**src/rtl/zircon_buzzer_pkg.sv**
```systemverilog
// Shared definitions for the Avalon buzzer sequencer: register offsets,
// FSM encoding and note-entry layout {divide[31:0], duration_ms[15:0]}.
package zircon_buzzer_pkg;

  localparam logic [1:0] ADDR_DIV  = 2'd0;
  localparam logic [1:0] ADDR_DUTY = 2'd1;
  localparam logic [1:0] ADDR_EN   = 2'd2;

  localparam int DIV_W   = 32;
  localparam int DUR_W   = 16;
  localparam int ENTRY_W = DIV_W + DUR_W;
  localparam int TICK_W  = 17;

  typedef enum logic [2:0] {
    ST_IDLE    = 3'd0,
    ST_FETCH   = 3'd1,
    ST_WR_DIV  = 3'd2,
    ST_WR_DUTY = 3'd3,
    ST_WR_EN   = 3'd4,
    ST_HOLD    = 3'd5,
    ST_WR_OFF  = 3'd6,
    ST_DONE    = 3'd7
  } state_t;

  function automatic logic [DIV_W-1:0] entry_divide(input logic [ENTRY_W-1:0] entry);
    return entry[ENTRY_W-1:DUR_W];
  endfunction

  function automatic logic [DUR_W-1:0] entry_duration(input logic [ENTRY_W-1:0] entry);
    return entry[DUR_W-1:0];
  endfunction

endpackage

```
**src/rtl/zircon_buzzer_note_rom.sv**
```systemverilog
// Synchronous note table; entry i lives at NOTE_TABLE[i*ENTRY_W +: ENTRY_W],
// read data appears one clock after the address.
module zircon_buzzer_note_rom
  import zircon_buzzer_pkg::*;
#(
  parameter int                            NOTE_COUNT = 16,
  parameter int                            IDX_W      = $clog2(NOTE_COUNT),
  parameter logic [NOTE_COUNT*ENTRY_W-1:0] NOTE_TABLE = {(NOTE_COUNT*ENTRY_W){1'b0}}
) (
  input  logic               clk,
  input  logic [IDX_W-1:0]   addr,
  output logic [ENTRY_W-1:0] data
);

  // registered table read
  always_ff @(posedge clk) begin
    data <= NOTE_TABLE[int'(addr)*ENTRY_W +: ENTRY_W];
  end

endmodule

```
**src/rtl/zircon_avalon_buzzer_sequencer.sv**
```systemverilog
// Plays a note table by programming a PWM buzzer peripheral over an
// Avalon-MM master port: divide, duty, enable per note, then a timed hold.
module zircon_avalon_buzzer_sequencer
  import zircon_buzzer_pkg::*;
#(
  parameter int                            NOTE_COUNT   = 16,
  parameter int                            TICKS_PER_MS = 50000,
  parameter logic [NOTE_COUNT*ENTRY_W-1:0] NOTE_TABLE   = {(NOTE_COUNT*ENTRY_W){1'b0}}
) (
  input  logic                          csi_clk,
  input  logic                          rsi_reset,
  input  logic                          start,
  input  logic                          stop,
  input  logic                          loop_en,
  output logic [1:0]                    avm_address,
  output logic                          avm_write,
  output logic [31:0]                   avm_writedata,
  input  logic                          avm_waitrequest,
  output logic                          busy,
  output logic                          done,
  output logic [$clog2(NOTE_COUNT)-1:0] note_index
);

  localparam int                IDX_W     = $clog2(NOTE_COUNT);
  localparam logic [IDX_W-1:0]  LAST_IDX  = IDX_W'(NOTE_COUNT - 1);
  localparam logic [TICK_W-1:0] TICK_LAST = TICK_W'(TICKS_PER_MS - 1);

  state_t             state_r;
  state_t             state_nx_s;
  logic [IDX_W-1:0]   idx_r;
  logic               fetch_ph_r;
  logic [TICK_W-1:0]  tick_r;
  logic [DUR_W-1:0]   ms_r;
  logic               stop_pend_r;
  logic [ENTRY_W-1:0] entry_s;
  logic [DIV_W-1:0]   divide_s;
  logic [DUR_W-1:0]   duration_s;
  logic               xfer_done_s;
  logic               hold_exp_s;
  logic               in_wr_s;
  logic               stop_req_s;
  logic               wr_nx_s;
  logic [1:0]         addr_nx_s;
  logic [31:0]        data_nx_s;
  logic               avm_write_r;
  logic [1:0]         avm_address_r;
  logic [31:0]        avm_writedata_r;
  logic               busy_r;
  logic               done_r;

  zircon_buzzer_note_rom #(
    .NOTE_COUNT (NOTE_COUNT),
    .IDX_W      (IDX_W),
    .NOTE_TABLE (NOTE_TABLE)
  ) u_note_rom (
    .clk  (csi_clk),
    .addr (idx_r),
    .data (entry_s)
  );

  // The ROM address only moves on HOLD expiry or start, so its output is
  // stable from the second FETCH cycle until the note finishes.
  assign divide_s    = entry_divide(entry_s);
  assign duration_s  = entry_duration(entry_s);
  assign xfer_done_s = avm_write_r & ~avm_waitrequest;
  assign hold_exp_s  = (tick_r == TICK_LAST) && (ms_r == (duration_s - 16'd1));
  assign in_wr_s     = (state_r == ST_WR_DIV) || (state_r == ST_WR_DUTY) || (state_r == ST_WR_EN);
  assign stop_req_s  = stop | stop_pend_r;

  // state register
  always_ff @(posedge csi_clk or posedge rsi_reset) begin
    if (rsi_reset) begin
      state_r <= ST_IDLE;
    end else begin
      state_r <= state_nx_s;
    end
  end

  // next-state decode
  always_comb begin
    state_nx_s = state_r;
    case (state_r)
      ST_IDLE: begin
        if (start && !stop) state_nx_s = ST_FETCH;
        else                state_nx_s = ST_IDLE;
      end
      ST_FETCH: begin
        if (stop)                     state_nx_s = ST_WR_OFF;
        else if (!fetch_ph_r)         state_nx_s = ST_FETCH;
        else if (duration_s == 16'd0) state_nx_s = ST_WR_OFF;
        else if (divide_s == 32'd0)   state_nx_s = ST_WR_EN;
        else                          state_nx_s = ST_WR_DIV;
      end
      ST_WR_DIV: begin
        if (!xfer_done_s)    state_nx_s = ST_WR_DIV;
        else if (stop_req_s) state_nx_s = ST_WR_OFF;
        else                 state_nx_s = ST_WR_DUTY;
      end
      ST_WR_DUTY: begin
        if (!xfer_done_s)    state_nx_s = ST_WR_DUTY;
        else if (stop_req_s) state_nx_s = ST_WR_OFF;
        else                 state_nx_s = ST_WR_EN;
      end
      ST_WR_EN: begin
        if (!xfer_done_s)    state_nx_s = ST_WR_EN;
        else if (stop_req_s) state_nx_s = ST_WR_OFF;
        else                 state_nx_s = ST_HOLD;
      end
      ST_HOLD: begin
        if (stop)                             state_nx_s = ST_WR_OFF;
        else if (!hold_exp_s)                 state_nx_s = ST_HOLD;
        else if (idx_r != LAST_IDX || loop_en) state_nx_s = ST_FETCH;
        else                                  state_nx_s = ST_WR_OFF;
      end
      ST_WR_OFF: begin
        if (xfer_done_s) state_nx_s = ST_DONE;
        else             state_nx_s = ST_WR_OFF;
      end
      ST_DONE:  state_nx_s = ST_IDLE;
      default:  state_nx_s = ST_IDLE;
    endcase
  end

  // bus command for the state being entered
  always_comb begin
    wr_nx_s   = 1'b0;
    addr_nx_s = 2'd0;
    data_nx_s = 32'd0;
    case (state_nx_s)
      ST_WR_DIV: begin
        wr_nx_s   = 1'b1;
        addr_nx_s = ADDR_DIV;
        data_nx_s = divide_s;
      end
      ST_WR_DUTY: begin
        wr_nx_s   = 1'b1;
        addr_nx_s = ADDR_DUTY;
        data_nx_s = divide_s >> 1;
      end
      ST_WR_EN: begin
        wr_nx_s   = 1'b1;
        addr_nx_s = ADDR_EN;
        data_nx_s = (divide_s == 32'd0) ? 32'd0 : 32'd1;
      end
      ST_WR_OFF: begin
        wr_nx_s   = 1'b1;
        addr_nx_s = ADDR_EN;
        data_nx_s = 32'd0;
      end
      default: begin
        wr_nx_s   = 1'b0;
        addr_nx_s = 2'd0;
        data_nx_s = 32'd0;
      end
    endcase
  end

  // Bus outputs load only on a state change, which keeps them frozen
  // through any waitrequest stall.
  always_ff @(posedge csi_clk or posedge rsi_reset) begin
    if (rsi_reset) begin
      avm_write_r     <= 1'b0;
      avm_address_r   <= 2'd0;
      avm_writedata_r <= 32'd0;
      busy_r          <= 1'b0;
      done_r          <= 1'b0;
    end else begin
      busy_r <= (state_nx_s != ST_IDLE);
      done_r <= (state_nx_s == ST_DONE);
      if (state_nx_s != state_r) begin
        avm_write_r     <= wr_nx_s;
        avm_address_r   <= addr_nx_s;
        avm_writedata_r <= data_nx_s;
      end
    end
  end

  // note index, fetch phase, hold timer and pending-stop latch
  always_ff @(posedge csi_clk or posedge rsi_reset) begin
    if (rsi_reset) begin
      idx_r       <= {IDX_W{1'b0}};
      fetch_ph_r  <= 1'b0;
      tick_r      <= {TICK_W{1'b0}};
      ms_r        <= 16'd0;
      stop_pend_r <= 1'b0;
    end else begin
      fetch_ph_r <= (state_r == ST_FETCH) && (state_nx_s == ST_FETCH);

      if (state_r == ST_IDLE && state_nx_s == ST_FETCH) begin
        idx_r <= {IDX_W{1'b0}};
      end else if (state_r == ST_HOLD && hold_exp_s && !stop) begin
        idx_r <= (idx_r == LAST_IDX) ? {IDX_W{1'b0}} : idx_r + {{(IDX_W-1){1'b0}}, 1'b1};
      end

      if (state_r == ST_HOLD && state_nx_s == ST_HOLD) begin
        if (tick_r == TICK_LAST) begin
          tick_r <= {TICK_W{1'b0}};
          ms_r   <= ms_r + 16'd1;
        end else begin
          tick_r <= tick_r + {{(TICK_W-1){1'b0}}, 1'b1};
        end
      end else begin
        tick_r <= {TICK_W{1'b0}};
        ms_r   <= 16'd0;
      end

      if (state_nx_s == ST_IDLE) begin
        stop_pend_r <= 1'b0;
      end else if (in_wr_s && stop) begin
        stop_pend_r <= 1'b1;
      end
    end
  end

  assign avm_write     = avm_write_r;
  assign avm_address   = avm_address_r;
  assign avm_writedata = avm_writedata_r;
  assign busy          = busy_r;
  assign done          = done_r;
  assign note_index    = idx_r;

endmodule

```
**config.mk**
```make
export PLATFORM = sky130hd
export DESIGN_NAME = zircon_avalon_buzzer_sequencer
export DESIGN_NICKNAME = d
export VERILOG_FILES = /design/src/rtl/zircon_buzzer_pkg.sv /design/src/rtl/zircon_buzzer_note_rom.sv /design/src/rtl/zircon_avalon_buzzer_sequencer.sv
export SDC_FILE = /design/constraint.sdc
export NUM_CORES = 1
export LEC_CHECK = 0
export ABC_AREA = 1
export CORE_ASPECT_RATIO = 0.8
export CORE_MARGIN = 1
export CORE_UTILIZATION = 25
export DETAILED_ROUTE_END_ITERATION = 10
export SYNTH_ARGS = -nofsm -noshare
export SYNTH_HDL_FRONTEND = slang
export SYNTH_SLANG_ARGS = --single-unit
```
**constraint.sdc**
```tcl
create_clock -name csi_clk -period 2.39 [get_ports csi_clk]
set_clock_uncertainty 0.2 [all_clocks]
set_input_delay 0.3585 -clock csi_clk [delete_from_list [all_inputs] [get_ports csi_clk]]
set_output_delay 0.3585 -clock csi_clk [all_outputs]
set_load 0.01 [all_outputs]
```
### Word-level counts from Yosys, hierarchy flattened

Cells that the tools add are included.

* $add $sub $neg: 4
* multiply operators: 1
* equal/unequal tests: 20
* shifts and indexed selects: 1
* multiplexer cells: 29
* bitwise gates (word level): 3
* reduce and logical (&&, ||, !) cells: 21

Operators by type and width (count)
* $shiftx 768x32->48 const A: 1
* $pmux 32 s3: 1
* $mux 17: 2
* $logic_not 32->1: 1
* $mux 16: 2
* $mux 3: 10
* $eq 3x3->1 const B: 8
* $pmux 3 s8: 1
* $add 17x1->17 const B: 1
* $eq 17x16->1 const B: 1
* $add 16x1->16 const B: 1
* $eq 16x16->1: 1
* $logic_not 16->1: 1
* $sub 16x1->16 const B: 1
* $eq 3x2->1 const B: 4
* $mux 4: 3
* $logic_and 1x1->1: 8
* $eq 3x1->1 const B: 2
* $logic_not 3->1: 2
* $mul 4x2->6 const B: 1
* $mux 1: 6
* $mux 2: 3
* $add 4x1->4 const B: 1
* $eq 4x4->1 const B: 1
* other kinds (13): 16

* flip-flop bits (word level): 127
* input port bits: 6
* output and inout bits: 41
* logic and storage cells: 91

### Logic depth before layout (Yosys ltp)

Gate-level depths: netlist of the first run.

* word-level depth: 9
* mapped depth: 14

### Cells and area by module

From an unflattened synthesis of the first run, not the netlist that was laid out.

* cell total of the unflattened synthesis: 813
* area, all modules: 5556.6 um^2

Modules (own cells, without submodules)
* zircon_avalon_buzzer_sequencer: times used 1, cells an instance 764, area an instance 5192.5 um^2, sequential area each 1976.9 um^2
* zircon_buzzer_note_rom: times used 1, cells an instance 49, area an instance 364.1 um^2, sequential area each 0.0 um^2

### Worst setup path after synthesis of the first run

Ideal clock, no wire load.

* path type: register to register
* from: reg tick_r[0]
* to: reg ms_r[11]
* arrival: 1.652 ns
* required time: 2.071 ns
* slack: 0.419 ns
* stages on the path, launching flop included: 14
* path buffers: 1
* period minus slack after synthesis: 1.971 ns
* cell sequence: dfrtp_1 > ha_1 > nand3_1 > nor2_1 > nand2_1 > nor2_4 > nand3_1 > nand2_1 > nand2_4 > inv_2 > nor2_8 > inv_4 > buf_6 > nor2_1

* word-level cells in the longest chain between the ends: 8

Ends and longest elaborated chain
* start, declared: line zircon_avalon_buzzer_sequencer.sv:32 `logic [TICK_W-1:0] tick_r;`
* start signal, assigned: line zircon_avalon_buzzer_sequencer.sv:183 `tick_r <= {TICK_W{1'b0}};`
* start signal, assigned: line zircon_avalon_buzzer_sequencer.sv:197 `tick_r <= {TICK_W{1'b0}};`
* start signal, assigned: line zircon_avalon_buzzer_sequencer.sv:200 `tick_r <= tick_r + {{(TICK_W-1){1'b0}}, 1'b1};`
* $eq 17x16->1 *: line zircon_avalon_buzzer_sequencer.sv:66 `assign hold_exp_s = (tick_r == TICK_LAST) && (ms_r == (duration_s - 16'd1));`
* $logic_and 1x1->1 *: line zircon_avalon_buzzer_sequencer.sv:66
* $mux 3 *: line zircon_avalon_buzzer_sequencer.sv:111 `else if (!hold_exp_s) state_nx_s = ST_HOLD;`
* $mux 3 *: line zircon_avalon_buzzer_sequencer.sv:110 `if (stop) state_nx_s = ST_WR_OFF;`
* $pmux 3 s8 *: line zircon_avalon_buzzer_sequencer.sv:82 `case (state_r)`
* via state_nx_s[2]: line zircon_avalon_buzzer_sequencer.sv:29 `state_t state_nx_s;`
* $eq 3x3->1 *: line zircon_avalon_buzzer_sequencer.sv:195 `if (state_r == ST_HOLD && state_nx_s == ST_HOLD) begin`
* $logic_and 1x1->1 *: line zircon_avalon_buzzer_sequencer.sv:195
* $ne 2x2->1 (no source line) or $mux 16 (tied branches)
* end signal, assigned: line zircon_avalon_buzzer_sequencer.sv:198 `ms_r <= ms_r + 16'd1;`
* end, declared: line zircon_avalon_buzzer_sequencer.sv:33 `logic [DUR_W-1:0] ms_r;`

Mark *: on every way through the listed nets, which the timed path passes. The rest lies on a longest branch.
A chain may end at the register's enable or synchronous reset.

### Worst setup path after layout of the first run

* from: reg tick_r[0]
* to: reg tick_r[16]

* word-level cells in the longest chain between the ends: 8

Ends and longest elaborated chain (line)
* $eq 17x16->1: zircon_avalon_buzzer_sequencer.sv:66, zircon_avalon_buzzer_sequencer.sv:196
* $logic_and 1x1->1: zircon_avalon_buzzer_sequencer.sv:66
* $mux 3: zircon_avalon_buzzer_sequencer.sv:111
* $mux 3: zircon_avalon_buzzer_sequencer.sv:110
* $pmux 3 s8: zircon_avalon_buzzer_sequencer.sv:82
* $eq 3x3->1: zircon_avalon_buzzer_sequencer.sv:195
* $logic_and 1x1->1: zircon_avalon_buzzer_sequencer.sv:195
* $mux 17 *: zircon_avalon_buzzer_sequencer.sv:195

Mark *: on every way between the ends. The rest lies on a longest branch, timed or not.

==> flow_metrics.env, run 1 <==
export IMPL_ir_drop_mv=0.4047
export IMPL_switching_share_pct=33.63
export IMPL_synth_compound_area_share_pct=4.363
export IMPL_period_needed_ns=2.189
export IMPL_synthAdderAreaFrac_pct=1.296
export IMPL_fp_dieArea_um2=12020
export IMPL_start_util_pct=26.19
export IMPL_cts_tree="done"
export IMPL_reg2regPathDepth=12
export IMPL_rsz0062_at_grt="false"
export IMPL_layout_common_cells="nand2_1, nor2_1, dfrtp_1, inv_1, conb_1"
export IMPL_power_frac_comb_pct=33.6
export IMPL_clock_latency_ns=0.28
export IMPL_wl_per_cell_um=10.32
export IMPL_synthMuxAreaShare_pct=0.3888
export IMPL_clkPwrFrac_pct=31.9
export IMPL_cts_root_buf="clkbuf_16"
export IMPL_htreeDepth=2
export IMPL_hp_class="input port to asynchronous set/reset pin"
export IMPL_setup_slack_ns=0.2009
export IMPL_die_y_um=98.28
export IMPL_setup_violations=0
export IMPL_rr_startpoint="tick_r[0]"
export IMPL_ios=47
export IMPL_avgSynthCellArea_um2=7.683
export IMPL_ff2ff_setup_slack_ns=0.20
export IMPL_synthXorXnorAreaFrac_pct=5.140
export IMPL_slew_violations=0
export IMPL_final_area_um2=3443
export IMPL_numCtsBuffers=5
export IMPL_fmax_ghz=0.4568
export IMPL_grt_max_degree=48
export IMPL_grt_pass1_vias=2272
export IMPL_finalNetCount=420
export IMPL_critical_path_endpoint_type="flip-flop"
export IMPL_layout_commonest_cell="nand2_1"
export IMPL_yosys_area_share_simple_pct=32.40
export IMPL_leakagePower_nw=1.567
export IMPL_area_growth_pct=18.88
export IMPL_numPortBuffers=14
export IMPL_grt_pass1_wl_mm=10.27
export IMPL_worstSetupPathType="flip-flop to flip-flop"
export IMPL_cts_max_path_buffers=2
export IMPL_rows=34
export IMPL_p_int_w=0.001857
export IMPL_gp_congestion=0.8253
export IMPL_dr_first_iter_drc_count=102
export IMPL_layout_drive_gt1_share_pct=13.59
export IMPL_drc=0
export IMPL_clock_sinks=47
export IMPL_drt_vias_per_instance=4.210
export IMPL_antenna_cells=0
export IMPL_timing_rr_end="tick_r[16]"
export IMPL_num_vias=2341
export IMPL_clkTransAtPathRegs_ns=0.07
export IMPL_maxCapViolations=0
export IMPL_final_hold_viol_count=0
export IMPL_synth_seq_area_share_pct=40.60
export IMPL_synth_top_area_share_pct=40.60
export IMPL_p_per_area_nw_per_um2=812.4
export IMPL_ys_warn_count=0
export IMPL_synth_seq_cells=47
export IMPL_synthTopCellsByArea="dfrtp_1, nand2_1, buf_4"
export IMPL_grt_overflow=0
export IMPL_outcome="completed"
export IMPL_power_switching_w=0.0009406
export IMPL_synth_cell_type_count=37
export IMPL_grt_usage_pct=10.43
export IMPL_worstPathMaxFanout=3
export IMPL_core_um2=11060
export IMPL_finalWirelength_mm=5.738
export IMPL_ant_nets=0
export IMPL_nFillCells=1191
export IMPL_hold_buffers=0
export IMPL_dpl_cell_area_um2=3191
export IMPL_yosys_area_top_type="dfrtp_1"
export IMPL_drt_first_pass_iters=4
export IMPL_cp_start_kind="flip-flop"
export IMPL_synthesis_area_um2=2897
export IMPL_place_ws_ns=-0.1588
export IMPL_seqPwrFrac_pct=34.5
export IMPL_synth_top_family_by_area="simple AND/OR/NAND/NOR gates"
export IMPL_syn_inst=377
export IMPL_arrival_ns=2.16
export IMPL_period_share_pct=91.60
export IMPL_hpwlAfterDp_mm=4.305
export IMPL_die_w_um=122.3
export IMPL_required_ns=2.36
export IMPL_antenna_found_initial=0
==> repair_timing <==
| item | in CTS | in global routing |
|---|---|---|
| setup buffers | 0 | 2 |
| endpoints found under the setup margin | 0 | 12 |
| resized for setup | 0 | 13 |
==> worst max path at each step <==
stage	startpoint	to	slack [ns]	depth (start not counted)
2_1_floorplan	tick_r[0]	ms_r[11]	0.42	13
3_3_place_gp	avm_waitrequest	stop_pend_r	-0.17	9
3_5_place_dp	avm_waitrequest	stop_pend_r	-0.16	9
4_1_cts	tick_r[0]	stop_pend_r	0.09	10
5_1_grt	stop	note_index[2]	0.01	11
6_report	tick_r[0]	tick_r[16]	0.20	12
==> state kept, by name, summed over array words and instances, names as in the netlist <==
name,count
tick_r,17
avm_address,2
fetch_ph_r,1
avm_write,1
ms_r,16
busy,1
note_index,4
done,1
state_r,3
stop_pend_r,1
==> cells in the mapped netlist (all sizes together) <==
| library cell | n |
|---|---|
| nand2 | 75 |
| nor2 | 67 |
| inv | 49 |
| dfrtp | 47 |
| buf | 35 |
| nand3 | 26 |
| xor2 | 12 |
| nand4 | 11 |
| o21ai | 11 |
| nor3 | 9 |
| a21oi | 8 |
| nor3b | 6 |
| xnor2 | 5 |
| ha | 3 |
| nor4 | 3 |
| a31oi | 2 |
| and3 | 2 |
| a21o | 1 |
| and2 | 1 |
| conb | 1 |
| mux2 | 1 |
| o21bai | 1 |
| or2 | 1 |
==> stage by stage <==
step	total power, W	setup TNS (ns)	hold WS, ns	utilization, %	std cells
2_1_floorplan	0.001615	0	0.2066	-	408
3_3_place_gp	0.001897	-1.300	0.2238	28.85	546
3_5_place_dp	0.001907	-1.278	0.2272	28.85	546
4_1_cts	0.002818	0	0.2361	30.59	554
5_1_grt	0.003000	0	0.2574	31.13	556
6_report	0.002797	0	0.2317	31.13	556
==> metal layers <==
| metal | global-route usage [%] | vias to the layer above | part of all wire (%) |
|---|---|---|---|
| li1 | - | 1204 | - |
| met5 | 0 | - | 0 |
| met1 | 15.36 | 1090 | 55 |
| met2 | 15.69 | 45 | 41 |
| met3 | 2.453 | 2 | 3.8 |
| met4 | 1.407 | 0 | 0.24 |
==> power groups by stage <==
stage               registers [W]  clock network [W]  logic [W]
finish                   0.000965           0.000892   0.000940
global route             0.000979           0.000960    0.00106
CTS                      0.000966           0.000922   0.000930
detailed placement       0.000979                  0   0.000928
global placement         0.000980                  0   0.000917
floorplan                0.000977                  0   0.000638
==> kinds of logic (layout without fill, tap and decap cells) <==
kind of cell | count (synthesis) | after routing
AO/OA/AOI/OAI | 23 | 23
XOR/XNOR | 17 | 17
adder cells (fa/ha/maj) | 3 | 3
buffers and inverters | 84 | 88
flip-flops | 47 | 47
multiplexers | 1 | 1
other | 1 | 32
AND/OR/NAND/NOR | 201 | 201
==> final cells by class <==
| type | count | area, um^2 | area share [%] |
|---|---|---|---|
| multi-input combinational | 277 | 1428 | 41.46 |
| clock inverter | 3 | 67.56 | 1.962 |
| sequential | 47 | 1176 | 34.16 |
| timing repair buffer | 31 | 280.3 | 8.140 |
| clock buffer | 5 | 125.1 | 3.634 |
| inverter | 49 | 186.4 | 5.414 |
| tap | 144 | 180.2 | 5.233 |
==> critical path, stage by stage, from the launching register on <==
cell	delay, ns
dfrtp_1	0.38
ha_2	0.21
nand3_2	0.11
inv_1	0.09
nand2_1	0.07
nor2_1	0.13
nand2_1	0.08
nor2_1	0.16
nand2_1	0.16
nor2_4	0.14
nand4_1	0.12
xor2_1	0.16
nor2_1	0.05
No activity file was read; power rests on OpenSTA's default activity.
==> run 2, diff against run 1 <==
--- a/config.mk
+++ b/config.mk
@@ -14,2 +14,3 @@
 export SYNTH_HDL_FRONTEND = slang
+export SYNTH_HIERARCHICAL = 1
 export SYNTH_SLANG_ARGS = --single-unit
--- a/constraint.sdc
+++ b/constraint.sdc
@@ -4,2 +4,2 @@
 set_output_delay 0.3585 -clock csi_clk [all_outputs]
-set_load 0.01 [all_outputs]
+set_load 0.05 [all_outputs]
==> flow_metrics.env, run 2 <==
export IMPL_yosys_area_share_simple_pct=37.49
export IMPL_drc=0
export IMPL_grt_overflow=0
export IMPL_slowest_delay_ns=0.37
export IMPL_hpwlAfterDp_mm=9.894
export IMPL_synth_common_cells="nand2_1, inv_1, nand3_1, nor2_1, dfrtp_1"
export IMPL_antenna_found_initial=0
export IMPL_clock_sinks=79
export IMPL_dr_first_iter_drc_count=356
export IMPL_synth_cell_type_count=38
export IMPL_start_util_pct=25.63
export IMPL_synth_top_area_share_pct=35.58
export IMPL_layout_commonest_cell="nand2_1"
export IMPL_startpoint="tick_r[1]"
export IMPL_path_delay_family="simple AND/OR/NAND/NOR gates"
export IMPL_path_buf_inv=4
export IMPL_wl_per_cell_um=11.80
export IMPL_reg2regPathDepth=20
export IMPL_grt_pass1_wl_mm=25.21
export IMPL_clkTransAtPathRegs_ns=0.07
export IMPL_fmax_ghz=0.3650
export IMPL_synthAdderAreaFrac_pct=0.9007
export IMPL_synth_seq_area_share_pct=35.58
export IMPL_drt_first_pass_iters=5
export IMPL_worstPathMaxFanout=8
export IMPL_rows=48
export IMPL_path_common_cell="nand2_1"
export IMPL_numCtsBuffers=9
export IMPL_period_share_pct=114.6
export IMPL_grt_usage_pct=13.97
export IMPL_violations="setup timing"
export IMPL_nFillCells=2224
export IMPL_num_vias=5381
export IMPL_syn_inst=813
export IMPL_yosys_area_top_type="dfrtp_1"
export IMPL_finalWirelength_mm=15.15
export IMPL_outcome="finished with violations"
export IMPL_area_growth_pct=40.55
export IMPL_worst_pin_slew_ns=1.214
export IMPL_final_setup_tns_ns=-22.26
export IMPL_synth_compound_area_share_pct=4.841
export IMPL_hold_ws_ns=0.2498
export IMPL_critical_path_endpoint_type="flip-flop"
export IMPL_final_hold_viol_count=0
export IMPL_die_w_um=168.7
export IMPL_cts_tree="done"
export IMPL_hp_class="input port to asynchronous set/reset pin"
export IMPL_synthTopCellsByArea="dfrtp_1, nand2_1, nand3_1"
export IMPL_seq_area_um2=1981
export IMPL_die_y_um=135.3
export IMPL_synth_top_family_by_area="simple AND/OR/NAND/NOR gates"
export IMPL_layout_common_cells="nand2_1, buf_4, inv_1, nor2_1, dfrtp_1"
export IMPL_p_per_area_nw_per_um2=1088
export IMPL_finalNetCount=989
export IMPL_antenna_cells=0
export IMPL_cts_root_buf="clkbuf_16"
export IMPL_maxCapViolations=0
export IMPL_path_cells="ha_2 > nand2_2 > inv_2 > nand2_4 > inv_4 > nand3_4 > nor2_4 > nand2_1 > nor2_2 > nand3b_1 > nor2_2 > nand3_1 > nand2_1 > nand2_2 > nand2_4 > xor2_4 > buf_6 > buf_12 > nand3_1 > nand2_1"
export IMPL_timing_rr_end="avm_writedata[7]"
export IMPL_multi_input_area_um2=3143
export IMPL_relSlewSlack_pct=19.09
export IMPL_layout_drive_gt1_share_pct=21.75
export IMPL_rr_startpoint="tick_r[1]"
export IMPL_ys_warn_count=6
export IMPL_fp_dieArea_um2=22830
export IMPL_rsz0062_at_grt="true"
export IMPL_slew_violations=0
export IMPL_setup_slack_ns=-0.3500
export IMPL_htreeDepth=3
export IMPL_avgSynthCellArea_um2=6.835
export IMPL_ios=47
export IMPL_grt_max_degree=80
export IMPL_gp_congestion=0.8406
export IMPL_leakagePower_nw=3.758
export IMPL_arrival_ns=2.82
export IMPL_core_um2=21680
export IMPL_synthFlopType="dfrtp_1"
export IMPL_cp_slowest_cell="dfrtp_1"
export IMPL_synthMostInstantiatedCell="nand2_1"
export IMPL_synthesis_area_um2=5557
export IMPL_synth_edf_count=0
export IMPL_ant_nets=0
export IMPL_period_needed_ns=2.740
export IMPL_synthXorXnorAreaFrac_pct=4.909
export IMPL_drt_vias_per_instance=4.191
export IMPL_cp_start_kind="flip-flop"
export IMPL_synth_async_sr_flop_share_pct=100.0
export IMPL_largest_reg_flops=32
export IMPL_ir_drop_mv=0.6863
export IMPL_cts_max_path_buffers=2
export IMPL_clock_latency_ns=0.35
export IMPL_synthMuxAreaShare_pct=0
export IMPL_worstSetupPathType="flip-flop to flip-flop"
export IMPL_hold_buffers=0
export IMPL_numPortBuffers=46
export IMPL_required_ns=2.47
export IMPL_ff2ff_setup_slack_ns=-0.35
export IMPL_setup_violations=74
export IMPL_fin_util_pct=36.02
export IMPL_grt_pass1_vias=5204
export IMPL_synth_seq_cells=79
[run 2: what timing repair did]
| item | 4_1_cts | 5_1_grt |
|---|---|---|
| gates resized for setup | 45 | 28 |
| endpoints found under the setup margin | 75 | 75 |
| pin swaps | 35 | 13 |
| cloned | 7 | 3 |
| setup buffers | 17 | 7 |
[run 2: cells by family after synthesis]
logic type,count (synthesis)
AND/OR/NAND/NOR,471
adder cells (fa/ha/maj),4
XOR/XNOR,29
flip-flops,79
AO/OA/AOI/OAI,50
other,1
buffers and inverters,179
[run 2: cell type report]
cell class / count / area share (%)
Sequential cell: 79 / 25.36
Clock buffer: 10 / 3.060
Multi-Input combinational cell: 606 / 40.24
Tap cell: 300 / 4.806
Timing Repair Buffer: 172 / 20.25
Clock inverter: 6 / 0.8651
Inverter: 111 / 5.415
[run 2: layer usage]
| layer | vias to the layer above | global-route usage [%] | part of all wire [%] |
|---|---|---|---|
| met5 | - | 0 | 0 |
| met4 | 0 | 3.081 | 1.1 |
| met3 | 16 | 4.645 | 6.5 |
| met2 | 114 | 21.01 | 42 |
| met1 | 2430 | 19.27 | 50 |
| li1 | 2821 | - | - |
[run 2: how the worst max path moves through the flow]
stage	slack (ns)	cells after the start	end
finish	-0.35	20	avm_writedata[7]
global route	-0.55	20	avm_writedata[6]
CTS	-0.34	20	ms_r[4]
detailed placement	-0.57	12	avm_writedata[0]
global placement	-0.59	13	avm_writedata[18]
floorplan	-0.12	20	avm_write
[run 2: tightest hold or removal path: stages]
cell and delay, ns:
clkdlybuf4s50_1 0.44, clkinvlp_4 0.10, buf_12 0.33
[run 2: metrics by stage]
stage	std cells	setup slack [ns]	cell area, um^2	total power [W]
3_3_place_gp	1236	-0.5867	6882	0.005550
4_1_cts	1276	-0.3383	7612	0.008211
6_report	1284	-0.3500	7810	0.008500
5_1_grt	1284	-0.5471	7810	0.009059
3_5_place_dp	1236	-0.5720	6882	0.005569
2_1_floorplan	860	-0.1155	5761	0.004570
[run 2: where the power goes]
group          internal, W  leakage [nW]  switching [W]  total [W]
clock network     0.000841         0.145       0.000592    0.00143
registers          0.00162          1.05       0.000176    0.00180
logic              0.00208          2.56        0.00319    0.00527
==> run 3, diff against run 2 <==
- SKIP_LAST_GASP: not set -> 1
==> flow_metrics.env, run 3 (synthesis gave the netlist of run 2 again) <==
export IMPL_path_cells="ha_2 > nand2_2 > inv_2 > nand2_4 > inv_4 > nand3_4 > nor2_4 > nand2_1 > nor2_2 > nand3b_1 > nor2_2 > nand3_1 > nand2_1 > nand2_2 > nand2_4 > xor2_4 > buf_6 > buf_12 > nand3_1 > nand2_1"
export IMPL_finalNetCount=988
export IMPL_leakagePower_nw=3.749
export IMPL_p_per_area_nw_per_um2=1090
export IMPL_die_w_um=168.7
export IMPL_cp_slowest_cell="dfrtp_1"
export IMPL_layout_drive_gt1_share_pct=21.67
export IMPL_fp_dieArea_um2=22830
export IMPL_ios=47
export IMPL_grt_usage_pct=13.97
export IMPL_area_growth_pct=40.19
export IMPL_rows=48
export IMPL_dr_first_iter_drc_count=352
export IMPL_gp_congestion=0.8406
export IMPL_grt_pass1_wl_mm=25.23
export IMPL_final_setup_tns_ns=-22.32
export IMPL_clkTransAtPathRegs_ns=0.07
export IMPL_final_hold_viol_count=0
export IMPL_required_ns=2.47
export IMPL_grt_max_degree=80
export IMPL_maxCapViolations=0
export IMPL_layout_commonest_cell="nand2_1"
export IMPL_ir_drop_mv=0.6870
export IMPL_place_ws_ns=-0.5720
export IMPL_cts_max_path_buffers=2
export IMPL_rsz0062_at_grt="true"
export IMPL_ant_nets=0
export IMPL_slowest_delay_ns=0.37
export IMPL_path_delay_family="simple AND/OR/NAND/NOR gates"
export IMPL_worstSetupPathType="flip-flop to flip-flop"
export IMPL_setup_violations=74
export IMPL_grt_overflow=0
export IMPL_critical_path_endpoint_type="flip-flop"
export IMPL_worstPathMaxFanout=8
export IMPL_violations="setup timing"
export IMPL_cp_start_kind="flip-flop"
export IMPL_htreeDepth=3
export IMPL_hp_class="input port to asynchronous set/reset pin"
export IMPL_drt_vias_per_instance=4.192
export IMPL_relSlewSlack_pct=18.06
export IMPL_fmax_ghz=0.3651
export IMPL_clock_latency_ns=0.35
export IMPL_power_w=0.008490
export IMPL_die_y_um=135.3
export IMPL_worst_pin_slew_ns=1.229
export IMPL_numPortBuffers=46
export IMPL_outcome="finished with violations"
export IMPL_grt_pass1_vias=5208
export IMPL_hpwlAfterDp_mm=9.894
export IMPL_numCtsBuffers=9
export IMPL_start_util_pct=25.63
export IMPL_clock_sinks=79
export IMPL_period_share_pct=114.6
export IMPL_final_area_um2=7790
export IMPL_num_vias=5378
export IMPL_slew_violations=0
export IMPL_setup_slack_ns=-0.3491
export IMPL_dpl_cell_area_um2=6882
export IMPL_wl_per_cell_um=11.78
export IMPL_finalWirelength_mm=15.12
export IMPL_period_needed_ns=2.739
export IMPL_arrival_ns=2.82
export IMPL_path_buf_inv=4
export IMPL_largest_reg_flops=32
export IMPL_cts_tree="done"
export IMPL_hold_buffers=0
export IMPL_antenna_found_initial=0
export IMPL_drt_first_pass_iters=5
export IMPL_path_common_cell="nand2_1"
export IMPL_antenna_cells=0
export IMPL_cts_root_buf="clkbuf_16"
export IMPL_core_um2=21680
export IMPL_layout_common_cells="nand2_1, buf_4, inv_1, nor2_1, dfrtp_1"
export IMPL_fin_util_pct=35.93
export IMPL_drc=0
-- run 3: cell count changes in the layout (fill, tap and decap cells not counted), sizes merged --
cell  change
buf       -1
-- run 3: per-layer routing --
layer  vias to the layer above  GRT usage [%]  part of all wire (%)
met1                      2446          19.29                    51
li1                       2820              -                     -
met3                        17          4.645                   5.8
met2                        95          20.98                    42
met4                         0          3.081                   1.1
met5                         -              0                     0
-- run 3: cell type report --
class                      count  area [um^2]
fill                        2229        13890
multi-input combinational    606         3138
sequential                    79         1981
timing repair buffer         171         1567
inverter                     111        422.9
tap                          300        375.4
clock buffer                  10        239.0
clock inverter                 6        67.56
-- run 3: final timing paths --
path	start	end	slack [ns]	depth (start not counted)
max in group asynchronous	rsi_reset	note_index[0]	1.31	3
worst max-delay path	tick_r[1]	avm_writedata[7]	-0.35	20
worst min register to register	fetch_ph_r	fetch_ph_r	0.26	1
worst max register to register	tick_r[1]	avm_writedata[7]	-0.35	20
worst min-delay path	rsi_reset	ms_r[2]	0.25	3
min in group csi_clk	fetch_ph_r	fetch_ph_r	0.26	1
-- run 3: what timing repair did --
item	CTS	global route
gates cloned	7	3
endpoints found under the setup margin	75	75
resized for setup	44	26
pin swaps	33	13
buffers inserted	17	6
-- run 3: power breakdown --
group / internal (W) / switching, W
combinational: 0.00208 / 0.00318
clock: 0.000841 / 0.000593
sequential: 0.00162 / 0.000177
-- run 3: worst register-to-register path, stage by stage, from the launching register on --
cell and delay [ns]:
dfrtp_1 0.37, ha_2 0.20, nand2_2 0.05, inv_2 0.07
nand2_4 0.07, inv_4 0.07, nand3_4 0.08, nor2_4 0.11
nand2_1 0.07, nor2_2 0.10, nand3b_1 0.10, nor2_2 0.16
nand3_1 0.08, nand2_1 0.09, nand2_2 0.07, nand2_4 0.12
xor2_4 0.20, buf_6 0.17, buf_12 0.14, nand3_1 0.07
nand2_1 0.08
-- run 3: stage by stage --
| step | hold WS, ns | std cells |
|---|---|---|
| after global routing | 0.2889 | 1283 |
| final | 0.2505 | 1283 |
| after floorplan | 0.2164 | 860 |
| after CTS | 0.2604 | 1276 |
| after global placement | 0.2474 | 1236 |
| after detailed placement | 0.2508 | 1236 |
